==> src/rtl/uart_pkg.sv <==
// uart_pkg: shared definitions for apb_uart.
//   Register offsets (word index taken from paddr[3:2]), STATUS and CTRL
//   bit positions, and the TX/RX state encodings.
package uart_pkg;

  localparam logic [1:0] REG_DATA   = 2'd0;
  localparam logic [1:0] REG_STATUS = 2'd1;
  localparam logic [1:0] REG_DIV    = 2'd2;
  localparam logic [1:0] REG_CTRL   = 2'd3;

  localparam int ST_TX_FULL  = 0;
  localparam int ST_TX_EMPTY = 1;
  localparam int ST_RX_VALID = 2;
  localparam int ST_RX_OVR   = 3;
  localparam int ST_TX_BUSY  = 4;

  localparam int CTRL_TX_IE   = 0;
  localparam int CTRL_RX_IE   = 1;
  localparam int CTRL_CLR_OVR = 2;

  typedef enum logic [1:0] {TX_IDLE, TX_START, TX_DATA, TX_STOP} tx_state_e;
  typedef enum logic [1:0] {RX_IDLE, RX_START, RX_DATA, RX_STOP} rx_state_e;

endpackage

==> src/rtl/uart_fifo.sv <==
// uart_fifo: synchronous first-word-fall-through FIFO.
// Ports:
//   clk, rst        clock, synchronous active-high reset
//   push, wdata     write request and data (accepted when not full, or when popping)
//   pop, rdata      read request; rdata shows the head entry
//   full, empty     status flags
module uart_fifo #(
  parameter int DEPTH = 8,
  parameter int WIDTH = 8
) (
  input  logic             clk,
  input  logic             rst,
  input  logic             push,
  input  logic [WIDTH-1:0] wdata,
  input  logic             pop,
  output logic [WIDTH-1:0] rdata,
  output logic             full,
  output logic             empty
);

  localparam int AW = $clog2(DEPTH);

  logic [WIDTH-1:0] mem [DEPTH];
  logic [AW:0]      wptr;
  logic [AW:0]      rptr;
  logic             do_push;
  logic             do_pop;

  // Extra pointer MSB distinguishes full from empty when the indices match.
  assign empty   = (wptr == rptr);
  assign full    = (wptr[AW] != rptr[AW]) && (wptr[AW-1:0] == rptr[AW-1:0]);
  assign do_pop  = pop & ~empty;
  assign do_push = push & (~full | do_pop);
  assign rdata   = mem[rptr[AW-1:0]];

  always_ff @(posedge clk) begin
    if (rst) begin
      wptr <= '0;
      rptr <= '0;
    end else begin
      if (do_push) wptr <= wptr + 1'b1;
      if (do_pop)  rptr <= rptr + 1'b1;
    end
  end

  always_ff @(posedge clk) begin
    if (do_push) mem[wptr[AW-1:0]] <= wdata;
  end

endmodule

==> src/rtl/apb_uart.sv <==
// apb_uart: APB slave 8N1 UART with TX FIFO and one-byte RX holding register.
// Ports:
//   APB_PCLK, APB_PRESET        clock, synchronous active-high reset
//   APB_paddr/pdata/psel/penable/pwrite/pstb   APB request
//   APB_prdata/pready/perr      APB response (pready stalls DATA writes when TX FIFO full)
//   uart_txd, uart_rxd          serial lines (idle high; rxd asynchronous)
//   interrupt                   (tx_empty & TX_IE) | (rx_valid & RX_IE)
//
// state    | meaning
// TX_IDLE  | line high, waiting for FIFO data
// TX_START | start bit (0), DIVISOR+1 clocks
// TX_DATA  | 8 data bits LSB first, DIVISOR+1 clocks each
// TX_STOP  | stop bit (1), then next frame or idle
// RX_IDLE  | waiting for falling edge on synchronized rxd
// RX_START | half-bit wait, confirm start bit still low
// RX_DATA  | sample 8 bits at bit centres
// RX_STOP  | sample stop bit, deliver byte if high
module apb_uart
  import uart_pkg::*;
#(
  parameter int ADDR_WIDTH  = 32,
  parameter int DATA_WIDTH  = 32,
  parameter int TX_DEPTH    = 8,
  parameter int DEFAULT_DIV = 867
) (
  input  logic                  APB_PCLK,
  input  logic                  APB_PRESET,
  input  logic [ADDR_WIDTH-1:0] APB_paddr,
  input  logic [DATA_WIDTH-1:0] APB_pdata,
  output logic [DATA_WIDTH-1:0] APB_prdata,
  input  logic                  APB_psel,
  input  logic                  APB_penable,
  input  logic                  APB_pwrite,
  input  logic [3:0]            APB_pstb,
  output logic                  APB_pready,
  output logic                  APB_perr,
  output logic                  uart_txd,
  input  logic                  uart_rxd,
  output logic                  interrupt
);

  logic [15:0] div_q;
  logic        tx_ie, rx_ie;
  logic [7:0]  rx_byte;
  logic        rx_valid, rx_overrun;

  logic        tx_full, fifo_empty, tx_push, tx_pop;
  logic [7:0]  fifo_rdata;
  logic        tx_busy, tx_empty;

  // APB decode
  logic       access, addr_err, data_wr, bad, stall, wr_ok, rd_ok, rd_data;
  logic [1:0] reg_sel;
  logic [DATA_WIDTH-1:0] rdata;

  assign access   = APB_psel & APB_penable;
  assign reg_sel  = APB_paddr[3:2];
  assign addr_err = (APB_paddr[1:0] != 2'b00);
  assign data_wr  = access & APB_pwrite & (reg_sel == REG_DATA);
  assign bad      = addr_err | (data_wr & ~APB_pstb[0]);
  // A pop in the same cycle frees a slot, so the stalled push completes then.
  assign stall    = data_wr & ~bad & tx_full & ~tx_pop;
  assign wr_ok    = access & APB_pwrite & ~bad & ~stall;
  assign rd_ok    = access & ~APB_pwrite & ~bad;
  assign rd_data  = rd_ok & (reg_sel == REG_DATA);
  assign tx_push  = wr_ok & (reg_sel == REG_DATA);

  assign APB_pready = access & ~stall;
  assign APB_perr   = access & bad;

  always_comb begin
    rdata = '0;
    case (reg_sel)
      REG_DATA:   rdata[7:0] = rx_byte;
      REG_STATUS: begin
        rdata[ST_TX_FULL]  = tx_full;
        rdata[ST_TX_EMPTY] = tx_empty;
        rdata[ST_RX_VALID] = rx_valid;
        rdata[ST_RX_OVR]   = rx_overrun;
        rdata[ST_TX_BUSY]  = tx_busy;
      end
      REG_DIV:    rdata[15:0] = div_q;
      REG_CTRL:   begin
        rdata[CTRL_TX_IE] = tx_ie;
        rdata[CTRL_RX_IE] = rx_ie;
      end
      default:    rdata = '0;
    endcase
  end

  assign APB_prdata = rd_ok ? rdata : '0;

  logic unused_bits;
  assign unused_bits = ^{APB_paddr[ADDR_WIDTH-1:4], APB_pdata[DATA_WIDTH-1:16], APB_pstb[3:1]};

  always_ff @(posedge APB_PCLK) begin
    if (APB_PRESET) begin
      div_q <= 16'(DEFAULT_DIV);
      tx_ie <= 1'b0;
      rx_ie <= 1'b0;
    end else if (wr_ok) begin
      if (reg_sel == REG_DIV) div_q <= APB_pdata[15:0];
      if (reg_sel == REG_CTRL) begin
        tx_ie <= APB_pdata[CTRL_TX_IE];
        rx_ie <= APB_pdata[CTRL_RX_IE];
      end
    end
  end

  uart_fifo #(.DEPTH(TX_DEPTH), .WIDTH(8)) u_tx_fifo (
    .clk   (APB_PCLK),
    .rst   (APB_PRESET),
    .push  (tx_push),
    .wdata (APB_pdata[7:0]),
    .pop   (tx_pop),
    .rdata (fifo_rdata),
    .full  (tx_full),
    .empty (fifo_empty)
  );

  // TX
  tx_state_e   tx_state, tx_state_nxt;
  logic [15:0] tx_cnt;
  logic [2:0]  tx_bit;
  logic [7:0]  tx_shift;
  logic        tx_tc, txd_c;

  assign tx_tc    = (tx_cnt == 16'd0);
  assign tx_busy  = (tx_state != TX_IDLE);
  assign tx_empty = fifo_empty & ~tx_busy;
  assign uart_txd = txd_c;

  always_ff @(posedge APB_PCLK) begin
    if (APB_PRESET) tx_state <= TX_IDLE;
    else            tx_state <= tx_state_nxt;
  end

  always_comb begin
    tx_state_nxt = tx_state;
    tx_pop       = 1'b0;
    txd_c        = 1'b1;
    case (tx_state)
      TX_IDLE:  if (!fifo_empty) begin
        tx_state_nxt = TX_START;
        tx_pop       = 1'b1;
      end
      TX_START: begin
        txd_c = 1'b0;
        if (tx_tc) tx_state_nxt = TX_DATA;
      end
      TX_DATA:  begin
        txd_c = tx_shift[0];
        if (tx_tc && tx_bit == 3'd7) tx_state_nxt = TX_STOP;
      end
      TX_STOP:  if (tx_tc) begin
        if (!fifo_empty) begin
          tx_state_nxt = TX_START;
          tx_pop       = 1'b1;
        end else begin
          tx_state_nxt = TX_IDLE;
        end
      end
      default:  tx_state_nxt = TX_IDLE;
    endcase
  end

  // Bit timer reloads from DIVISOR at every bit boundary, so a new divisor
  // lands on the next bit rather than mid-bit.
  always_ff @(posedge APB_PCLK) begin
    if (APB_PRESET) begin
      tx_cnt   <= '0;
      tx_bit   <= '0;
      tx_shift <= '0;
    end else begin
      if (tx_state_nxt != tx_state || (tx_state == TX_DATA && tx_tc)) tx_cnt <= div_q;
      else if (tx_state != TX_IDLE) tx_cnt <= tx_cnt - 16'd1;
      if (tx_pop) begin
        tx_shift <= fifo_rdata;
        tx_bit   <= 3'd0;
      end else if (tx_state == TX_DATA && tx_tc) begin
        tx_shift <= {1'b0, tx_shift[7:1]};
        tx_bit   <= tx_bit + 3'd1;
      end
    end
  end

  // RX
  rx_state_e   rx_state, rx_state_nxt;
  logic        rx_s1, rx_s2, rx_d;
  logic [15:0] rx_cnt;
  logic [2:0]  rx_bit;
  logic [7:0]  rx_shift;
  logic        rx_tc, rx_good;
  logic [16:0] div_p1;
  logic [15:0] rx_half_m1;

  assign rx_tc      = (rx_cnt == 16'd0);
  assign div_p1     = {1'b0, div_q} + 17'd1;
  assign rx_half_m1 = div_p1[16:1] - 16'd1;

  always_ff @(posedge APB_PCLK) begin
    if (APB_PRESET) rx_state <= RX_IDLE;
    else            rx_state <= rx_state_nxt;
  end

  always_comb begin
    rx_state_nxt = rx_state;
    rx_good      = 1'b0;
    case (rx_state)
      RX_IDLE:  if (!rx_s2 && rx_d) rx_state_nxt = RX_START;
      RX_START: if (rx_tc) rx_state_nxt = rx_s2 ? RX_IDLE : RX_DATA;
      RX_DATA:  if (rx_tc && rx_bit == 3'd7) rx_state_nxt = RX_STOP;
      RX_STOP:  if (rx_tc) begin
        rx_state_nxt = RX_IDLE;
        rx_good      = rx_s2;
      end
      default:  rx_state_nxt = RX_IDLE;
    endcase
  end

  always_ff @(posedge APB_PCLK) begin
    if (APB_PRESET) begin
      rx_s1      <= 1'b1;
      rx_s2      <= 1'b1;
      rx_d       <= 1'b1;
      rx_cnt     <= '0;
      rx_bit     <= '0;
      rx_shift   <= '0;
      rx_byte    <= '0;
      rx_valid   <= 1'b0;
      rx_overrun <= 1'b0;
    end else begin
      rx_s1 <= uart_rxd;
      rx_s2 <= rx_s1;
      rx_d  <= rx_s2;
      if (rx_state == RX_IDLE) rx_cnt <= rx_half_m1;
      else if (rx_tc)          rx_cnt <= div_q;
      else                     rx_cnt <= rx_cnt - 16'd1;
      if (rx_state == RX_START) rx_bit <= 3'd0;
      else if (rx_state == RX_DATA && rx_tc) begin
        rx_bit   <= rx_bit + 3'd1;
        rx_shift <= {rx_s2, rx_shift[7:1]};
      end
      // A same-cycle DATA read consumes the old byte, so the new one may load.
      if (rx_good && !(rx_valid && !rd_data)) begin
        rx_byte  <= rx_shift;
        rx_valid <= 1'b1;
      end else if (rd_data) begin
        rx_valid <= 1'b0;
      end
      if (rx_good && rx_valid && !rd_data) rx_overrun <= 1'b1;
      else if (wr_ok && reg_sel == REG_CTRL && APB_pdata[CTRL_CLR_OVR]) rx_overrun <= 1'b0;
    end
  end

  assign interrupt = (tx_empty & tx_ie) | (rx_valid & rx_ie);

endmodule

==> config.mk <==
export PLATFORM = sky130hd
export DESIGN_NAME = apb_uart
export DESIGN_NICKNAME = d
export VERILOG_FILES = /design/src/rtl/uart_pkg.sv /design/src/rtl/uart_fifo.sv /design/src/rtl/apb_uart.sv
export SDC_FILE = /design/constraint.sdc
export NUM_CORES = 1
export LEC_CHECK = 0
export CELL_PAD_IN_SITES_DETAIL_PLACEMENT = 1
export CELL_PAD_IN_SITES_GLOBAL_PLACEMENT = 2
export CORE_MARGIN = 4
export CORE_UTILIZATION = 44
export CTS_CLUSTER_DIAMETER = 50
export DETAILED_ROUTE_END_ITERATION = 8
export DONT_BUFFER_PORTS = 1
export GPL_ROUTABILITY_DRIVEN = 0
export PLACE_DENSITY = 0.82
export SYNTH_ARGS = -nofsm -noshare
export SYNTH_HDL_FRONTEND = slang
export SYNTH_SLANG_ARGS = --single-unit
==> constraint.sdc <==
create_clock -name APB_PCLK -period 6 [get_ports APB_PCLK]
set_input_delay 1.2 -clock APB_PCLK [delete_from_list [all_inputs] [get_ports APB_PCLK]]
set_output_delay 1.2 -clock APB_PCLK [all_outputs]
set_load 0.03 [all_outputs]
### Word level (Yosys, flattened, before mapping)

Memories as Yosys holds them, arrays and structs flattened. A register that Yosys moved wholly into a read port is not among the register bits.
Cells that the tools add are included.

* bits in registers: 97
* latch bits: 0
* bits in writable memories: 64
* bits in read-only memories: 0
* input bits: 74
* output and inout port bits: 36
* memories: 1

Memories
* u_tx_fifo.mem: words 8, bits a word 8, rd ports 1, clocked after Yosys merged registers in 1, write ports 1, line uart_fifo.sv:23 `logic [WIDTH-1:0] mem [DEPTH];`

* $add $sub $neg: 8
* $mul: 0
* div/mod/pow operators: 0
* magnitude comparators: 0
* eq/ne operators: 19
* shifts and indexed selects: 0
* muxes and demuxes: 37
* bitwise gates (word level): 32
* reductions and logical operators: 33

Operators with widths (number)
* 16-bit 2-to-1 mux: 5
* 16-bit by 1-bit subtractor with 16-bit output, second input constant: 3
* 16-bit logical NOT: 2
* 8-bit 2-to-1 mux: 3
* 2-bit one-hot mux with 4 select lines: 3
* 1-bit bitwise AND: 20
* 2-bit 2-to-1 mux: 9
* 16-bit by 1-bit adder with 17-bit output, second input constant: 1
* 2-bit equality test, second input constant: 6
* 1-bit logical AND: 12
* 2-bit nonzero test: 6
* 1-bit 2-to-1 mux: 11
* 1-bit NOT: 9
* 3-bit one-hot mux with 3 select lines: 1
* 4-bit by 1-bit adder with 4-bit output, second input constant: 2
* 2-bit != test, second input constant: 4
* 3-bit by 1-bit adder with 3-bit output, second input constant: 2
* 2-bit by 1-bit equality test with 1-bit output, second input constant: 3
* 3-bit equality test, second input constant: 2
* 2-bit logical NOT: 3
* 3-bit 2-to-1 mux: 2
* 3-bit one-hot mux with 2 select lines: 1
* 2-bit AND reduction: 3
* 4-bit equality test: 1
* other kinds (9): 15

### Depth between registers and ports, before layout

Gate-level depths: netlist of run 1.

* word-level depth: 15
* depth in mapped cells: 10
* mapped depth without buffers: 8

### Modules after synthesis

Synthesis of run 1 repeated with hierarchy kept, for this count alone.

* cells, all modules: 867
* area, all modules: 8480.6 sq um

Modules (own cells, without submodules)
* apb_uart: times used 1, cells each 703, area each 5464.0 sq um, seq. area each 1781.7 sq um
* uart_fifo: times used 1, cells each 164, area each 3016.6 sq um, seq. area each 2142.1 sq um

### Least setup slack after synthesis of run 1

No wires, ideal clock.

* kind: input port to output port
* from: input APB_paddr[3]
* to: output APB_prdata[1]
* arrival: 2.782 ns
* setup slack: 2.018 ns
* cell stages on the path: 4
* buffers on the path: 2
* path through: clkbuf_1 buf_1 a21oi_1 a211oi_1

* cells in the longest elaborated chain, start to end: 7
* elaborated cells between the ends (all ways): 11

Ends and longest elaborated chain
* start: declaration: line apb_uart.sv:28 `input logic [ADDR_WIDTH-1:0] APB_paddr,`
* 2-bit logical NOT: line apb_uart.sv:59, apb_uart.sv:73
* 1-bit bitwise AND: line apb_uart.sv:59 `assign data_wr = access & APB_pwrite & (reg_sel == REG_DATA);`
* 1-bit bitwise AND: line apb_uart.sv:60 `assign bad = addr_err | (data_wr & ~APB_pstb[0]);`
* 1-bit OR: line apb_uart.sv:60
* 1-bit NOT: line apb_uart.sv:64 `assign rd_ok = access & ~APB_pwrite & ~bad;`
* 1-bit bitwise AND: line apb_uart.sv:64
* 16-bit 2-to-1 mux (*): line apb_uart.sv:91 `assign APB_prdata = rd_ok ? rdata : '0;`
* end: declaration: line apb_uart.sv:30 `output logic [DATA_WIDTH-1:0] APB_prdata,`

Every way passes the cells marked *; elsewhere a longest branch is shown, timed or not.

### Final worst setup path of run 1

* from: input APB_pwrite
* to: output APB_prdata[15]

* cells in the longest elaborated chain, start to end: 7
* elaborated cells between the ends (all ways): 9

Ends and longest elaborated chain
* start: declaration: line apb_uart.sv:33 `input logic APB_pwrite,`
* 1-bit bitwise AND (2 in series): line apb_uart.sv:59
* 1-bit bitwise AND: line apb_uart.sv:60
* 1-bit OR: line apb_uart.sv:60
* 1-bit NOT: line apb_uart.sv:64
* 1-bit bitwise AND (*): line apb_uart.sv:64
* 16-bit 2-to-1 mux (*): line apb_uart.sv:91

Marks and branches as above.

==> metrics.yaml, run 1 <==
cts:
  cts_tree: "yes"
  root_buffer: "clkbuf_16"
  post-cts-setup-buffers: 0
  path_clk_slew_ns: 0.08
  ctsResizeCount: 0
  cts_htree_levels: 4
  insertion_delay_ns: 0.43
  clock_path_buffers: 2
  cts_hold_buf: 0
  cts_sinks: 164
  numCtsBuffers: 17
grt:
  grt_pass1_wl_um: 36800
  antenna_found_initial: 0
  gr-usage-all-layers: 0.211
  grt.overflow.total: 0
  grt_max_degree: 101
  grt_pass1_vias: 6847
power_and_ir_drop:
  vdd_drop_max_v: 0.000196
  p_leak_nw: 3.26
  power.density_mw_per_mm2: 318
layout:
  area_growth_pct: 7.15
  nFillCells: 2164
  layout-drive-gt1-share: 0.143
  fin_cells: 1108
  fin_area_mm2: 0.00945
  layout.nets: 919
critical_path:
  worst_setup_path_start_kind: "input pin"
  startpoint: "APB_pwrite"
  reg2reg_setup_slack_ns: 2.81
  cp.required_ns: 4.80
  worst-path-max-fanout: 10
  worst_ep_arrival_time_ns: 3.36
  endpoint_kind: "primary output"
  reg2reg_from: "tx_cnt[0]$_SDFFE_PP0P_"
  critPathKind: "input pin to primary output"
sta:
  layout_min_cycle_time_ns: 4.56
  fin_worst_skew_ns: 0.0120
  slew_headroom: 0.203
  fin_tns_setup_ns: 0
  final-hold-violation-count: 0
  tightest_slew_ns: 1.19
  slew_viol_final: 0
  post-route-period-util: 0.759
  hold-worst-slack_ns: 0.415
  setup_viol: 0
  rsz0062_at_grt: "false"
  max_freq_mhz: 219
logic_synthesis:
  yosys-top-cells-area: "dfxtp_1 23%, edfxtp_1 22%, mux4_2 4.3%, nand2_1 3.7%, mux2i_1 3.4%"
  netlist_top_cells_count: "100 x dfxtp_1, 86 x nand2_1, 71 x nor2_1"
  ys_async_sr_fraction: 0
  ys.flop_type: "dfxtp_1"
  ys_types: 83
  synth-edff-count: 64
  synth.cell_area_mm2: 0.00882
  syn_avg_cell_area_um2: 10.2
  synth_seq_cells: 164
  yosysSeqAreaShare: 0.445
  netlist.area_leader.share: 0.227
  yosysWarnings: 0
  yosysMostFrequentCell: "dfxtp_1"
  yosys.area.top_type: "dfxtp_1"
  syn_inst: 867
floorplanning:
  die_x_um: 150
  dieArea_mm2: 0.0224
  floorplan.initialDensity: 0.450
  num_rows: 51
  die_h_um: 150
  ios: 110
  core_mm2: 0.0196
outcome:
  status: "finished clean"
detailed_routing:
  drtPass1Iterations: 5
  drcViolationCount: 0
  num_vias: 6493
  drt-total-wl_um: 22600
  via_per_inst: 5.86
  ant_nets: 0
  avgRoutedWirePerCell_um: 20.4
  drt_iter0_markers: 349
min_path:
  worstHoldStart: "rx_s1$_SDFF_PP1_"
  min_path_type: "flop to flop"
place:
  dp_hpwl_um: 15800
  dpl_cell_area_mm2: 0.00881
  io_buffers: 0
  dp_cells: 1075
job:
  timing.max_cap.violations: 0
-- layout by cell type, fill, tap and decap left out, types with 5 or more instances in the layout --
cell type and instances:
clkbuf_16 17, or3_1 7, clkinv_8 5, nand2b_1 7, nand3_1 18, mux2i_1 30, or2_2 8, buf_4 7
nand4_1 9, o31a_1 5, and4_1 5, nand2_1 86, nor3_1 24, mux4_2 17, xor2_1 16, and2_1 10
a31oi_1 17, nand3b_1 10, a21oi_1 46, mux2_2 11, xnor2_1 33, a211oi_1 21, nor2b_1 10, edfxtp_1 64
conb_1 16, and3_1 5, dfxtp_1 100, ha_1 16, nor4_1 11, o211ai_1 8, inv_1 17, o21ai_0 16
nor2_1 71
-- registers in the layout (all words and copies together) (netlist names), 4 cells and up, named ones only --
register / cells
rx_shift: 8
u_tx_fifo.wptr: 4
u_tx_fifo.rptr: 4
tx_shift: 8
u_tx_fifo.mem: 64
rx_cnt: 16
tx_cnt: 16
div_q: 16
rx_byte: 8
-- kinds of logic after synthesis --
| kind of cell | synth area share |
|---|---|
| flops | 0.445 |
| compound gates | 0.131 |
| xor+xnor | 0.0487 |
| simple gates | 0.200 |
| mux | 0.0941 |
| buf+inv | 0.0586 |
| other cells | 0.000425 |
| fa+ha+maj | 0.0227 |
-- through the flow --
| stage | power (mW) | utilization | worst slack, ns |
|---|---|---|---|
| floorplan | 1.78 | - | 2.02 |
| global placement | 1.84 | 0.450 | 1.62 |
| detailed placement | 1.87 | 0.450 | 1.52 |
| CTS | 3.04 | 0.482 | 1.51 |
| global route | 3.16 | 0.482 | 1.39 |
| finish | 3.01 | 0.482 | 1.44 |
-- final timing paths --
check / to / cells past startpoint
worst max register to register: u_tx_fifo.mem[7][2]$_DFFE_PP_ / 8
worst min-delay path: rx_s2$_SDFF_PP1_ / 1
worst max-delay path: APB_prdata[15] / 3
worst min register to register: rx_s2$_SDFF_PP1_ / 1
-- critical path: stages --
cell and delay, ns:
or4_1 0.74, nor3b_1 0.97, and2_1 0.44
-- final cells by class --
type	instances	area [µm²]	area share
timing repair buffer	7	52.6	0.00556
inverter	17	63.8	0.00675
antenna	1	2.50	0.000265
multi-input combinational	622	4430	0.469
clock inverter	15	215	0.0228
tap	265	332	0.0351
clock buffer	17	425	0.0450
sequential	164	3920	0.415
-- where the power goes --
part	switching, mW	internal [mW]
Clock	0.548	0.615
Sequential	0.0674	1.21
Combinational	0.334	0.237
-- routing by layer --
layer	up-vias	routed length [µm]	track usage
li1	3062	-	-
met1	3261	10100	0.269
met2	137	11100	0.353
met3	33	1030	0.0539
met4	0	436	0.0636
met5	-	0	0
(Power assumes the default switching activity.)
==> run 2: changes to the inputs <==
CORE_UTILIZATION = 41   (was 44)
PLACE_DENSITY = 0.77   (was 0.82)
clock period = 4.58 ns   (was 6 ns; I/O delays follow)
==> metrics.yaml, run 2 (synthesized netlist as in run 1, its figures left out) <==
layout:
  largest_reg_flops: 64  # unchanged
  layout-drive-gt1-share: 0.149  # +0.00607
  layout.nets: 925  # +0.65%
  final_common_cell: "dfxtp_1"
  layout.cells.most_common_list: "100 x dfxtp_1, 86 x nand2_1, 71 x nor2_1, 64 x edfxtp_1, 46 x a21oi_1"
  area_growth_pct: 7.53
  utilization: 0.450  # -0.0327
  num_antenna_cells: 0  # -1
critical_path:
  endpoint_kind: "primary output"
  reg2reg_from: "tx_cnt[0]$_SDFFE_PP0P_"
  worst_setup_path_start_kind: "flop"
  worst-path-max-fanout: 7  # -3
  cp.required_ns: 3.66  # -1.14 ns
  worst_ep_arrival_time_ns: 2.70  # -0.66 ns
  slowest_delay_ns: 0.48  # -0.49 ns
  reg2reg_setup_slack_ns: 1.42  # -1.39 ns
  cp_common_cell: "inv_1"
  startpoint: "tx_cnt[0]$_SDFFE_PP0P_"
  crit_slowest_cell: "and4_1"
  critPathKind: "flop to primary output"
  path_cells: "inv_1, ha_1, nor4b_1, and4_1, a21oi_2, nor3_2, inv_1, a31oi_1, buf_4"
sta:
  rsz0062_at_grt: "false"
  layout_min_cycle_time_ns: 3.62
  final-hold-violation-count: 0  # unchanged
  tightest_slew_ns: 1.22  # +0.0301 ns
  post-route-period-util: 0.790
  fin_worst_skew_ns: 0.0149  # +0.00286 ns
  slew_headroom: 0.183  # -0.0201
  slew_viol_final: 0  # unchanged
  setup_viol: 0  # unchanged
  fin_tns_setup_ns: 0  # unchanged
  max_freq_mhz: 277
cts:
  ctsResizeCount: 0  # unchanged
  cts_hold_buf: 0  # unchanged
  root_buffer: "clkbuf_16"
  post-cts-setup-buffers: 0  # unchanged
  cts_sinks: 164  # unchanged
  cts_htree_levels: 4  # unchanged
  clock_path_buffers: 2  # unchanged
  cts_tree: "yes"
  insertion_delay_ns: 0.44  # about the same
  numCtsBuffers: 17  # unchanged
  path_clk_slew_ns: 0.07  # about the same
job:
  timing.max_cap.violations: 0  # unchanged
detailed_routing:
  drt_iter0_markers: 295  # -15%
  drt-total-wl_um: 22500  # -0.60%
  num_vias: 6412  # -1.2%
  drcViolationCount: 0  # unchanged
  avgRoutedWirePerCell_um: 20.0  # -1.9%
  via_per_inst: 5.71  # -2.6%
  drtPass1Iterations: 4  # -1
  ant_nets: 0  # unchanged
min_path:
  worstHoldStart: "rx_s1$_SDFF_PP1_"
  min_path_type: "flop to flop"
power_and_ir_drop:
  power.density_mw_per_mm2: 410  # +29%
  vdd_drop_max_v: 0.000277  # +41%
  p_leak_nw: 3.28  # +0.70%
floorplanning:
  die_x_um: 155  # +3.4%
  num_rows: 53  # +3.9%
  ios: 110  # unchanged
  core_mm2: 0.0211  # +7.6%
  floorplan.initialDensity: 0.418  # -0.0320
  die_h_um: 155  # +3.4%
  dieArea_mm2: 0.0239  # +6.9%
outcome:
  status: "finished clean"
grt:
  grt_pass1_wl_um: 36800  # -0.13%
  grt.overflow.total: 0  # unchanged
  grt_max_degree: 101  # unchanged
  grt_pass1_vias: 6777  # -1.0%
  antenna_found_initial: 0  # unchanged
  gr-usage-all-layers: 0.192  # -0.0193
place:
  io_buffers: 0  # unchanged
  dp_hpwl_um: 15600  # -1.4%
## run 2: cell count changes in the layout (fill, tap and decap cells not counted)
cell       previous run  this run
diode_2               1         0
buf_4                 7        13
clkinv_4              1         2
bufinv_16             1         0
clkinv_8              5         4
inv_12                2         3
## run 2: layer usage
layer	wire [µm]	global-route usage	up-vias
met2	10700	0.314	118
met5	0	0	-
li1	-	-	3067
met4	261	0.0496	0
met3	968	0.0361	23
met1	10600	0.262	3204
## run 2: worst paths after layout
check,end,cells past startpoint
hold / removal,rx_s2$_SDFF_PP1_,1
hold reg to reg,rx_s2$_SDFF_PP1_,1
setup / recovery,APB_pready,9
setup reg to reg,u_tx_fifo.mem[3][6]$_DFFE_PP_,8
## run 2: worst max-delay path: cells and delay by family, from the launching register on
family                   cells  cell delay [ns]
AO/OA/AOI/OAI                2             0.38
adder cells (fa/ha/maj)      1             0.17
buffers and inverters        3             0.33
flip-flops                   1             0.35
AND/OR/NAND/NOR              3             1.03
## run 2: where the power goes
| part | internal [mW] | switching (mW) |
|---|---|---|
| registers | 1.58 | 0.0903 |
| logic | 0.311 | 0.434 |
| clock network | 0.753 | 0.723 |
## run 2: through the flow
stage	hold WS, ns	area [µm²]	power [mW]	worst slack [ns]	cells
after global placement	0.393	8860	2.41	1.22	1091
after CTS	0.419	9480	3.93	0.963	1123
after floorplan	0.389	8870	2.33	1.17	882
after detailed placement	0.400	8860	2.45	1.16	1091
after global routing	0.436	9480	4.08	0.762	1123
final	0.414	9480	3.89	0.964	1123
## run 2: final cells by class
cell class	instances	area, µm²
clock inverter	15	194
clock buffer	17	425
multi-input combinational	622	4430
tap	275	344
timing repair buffer	13	97.6
inverter	17	63.8
fill	2342	11600
sequential	164	3920
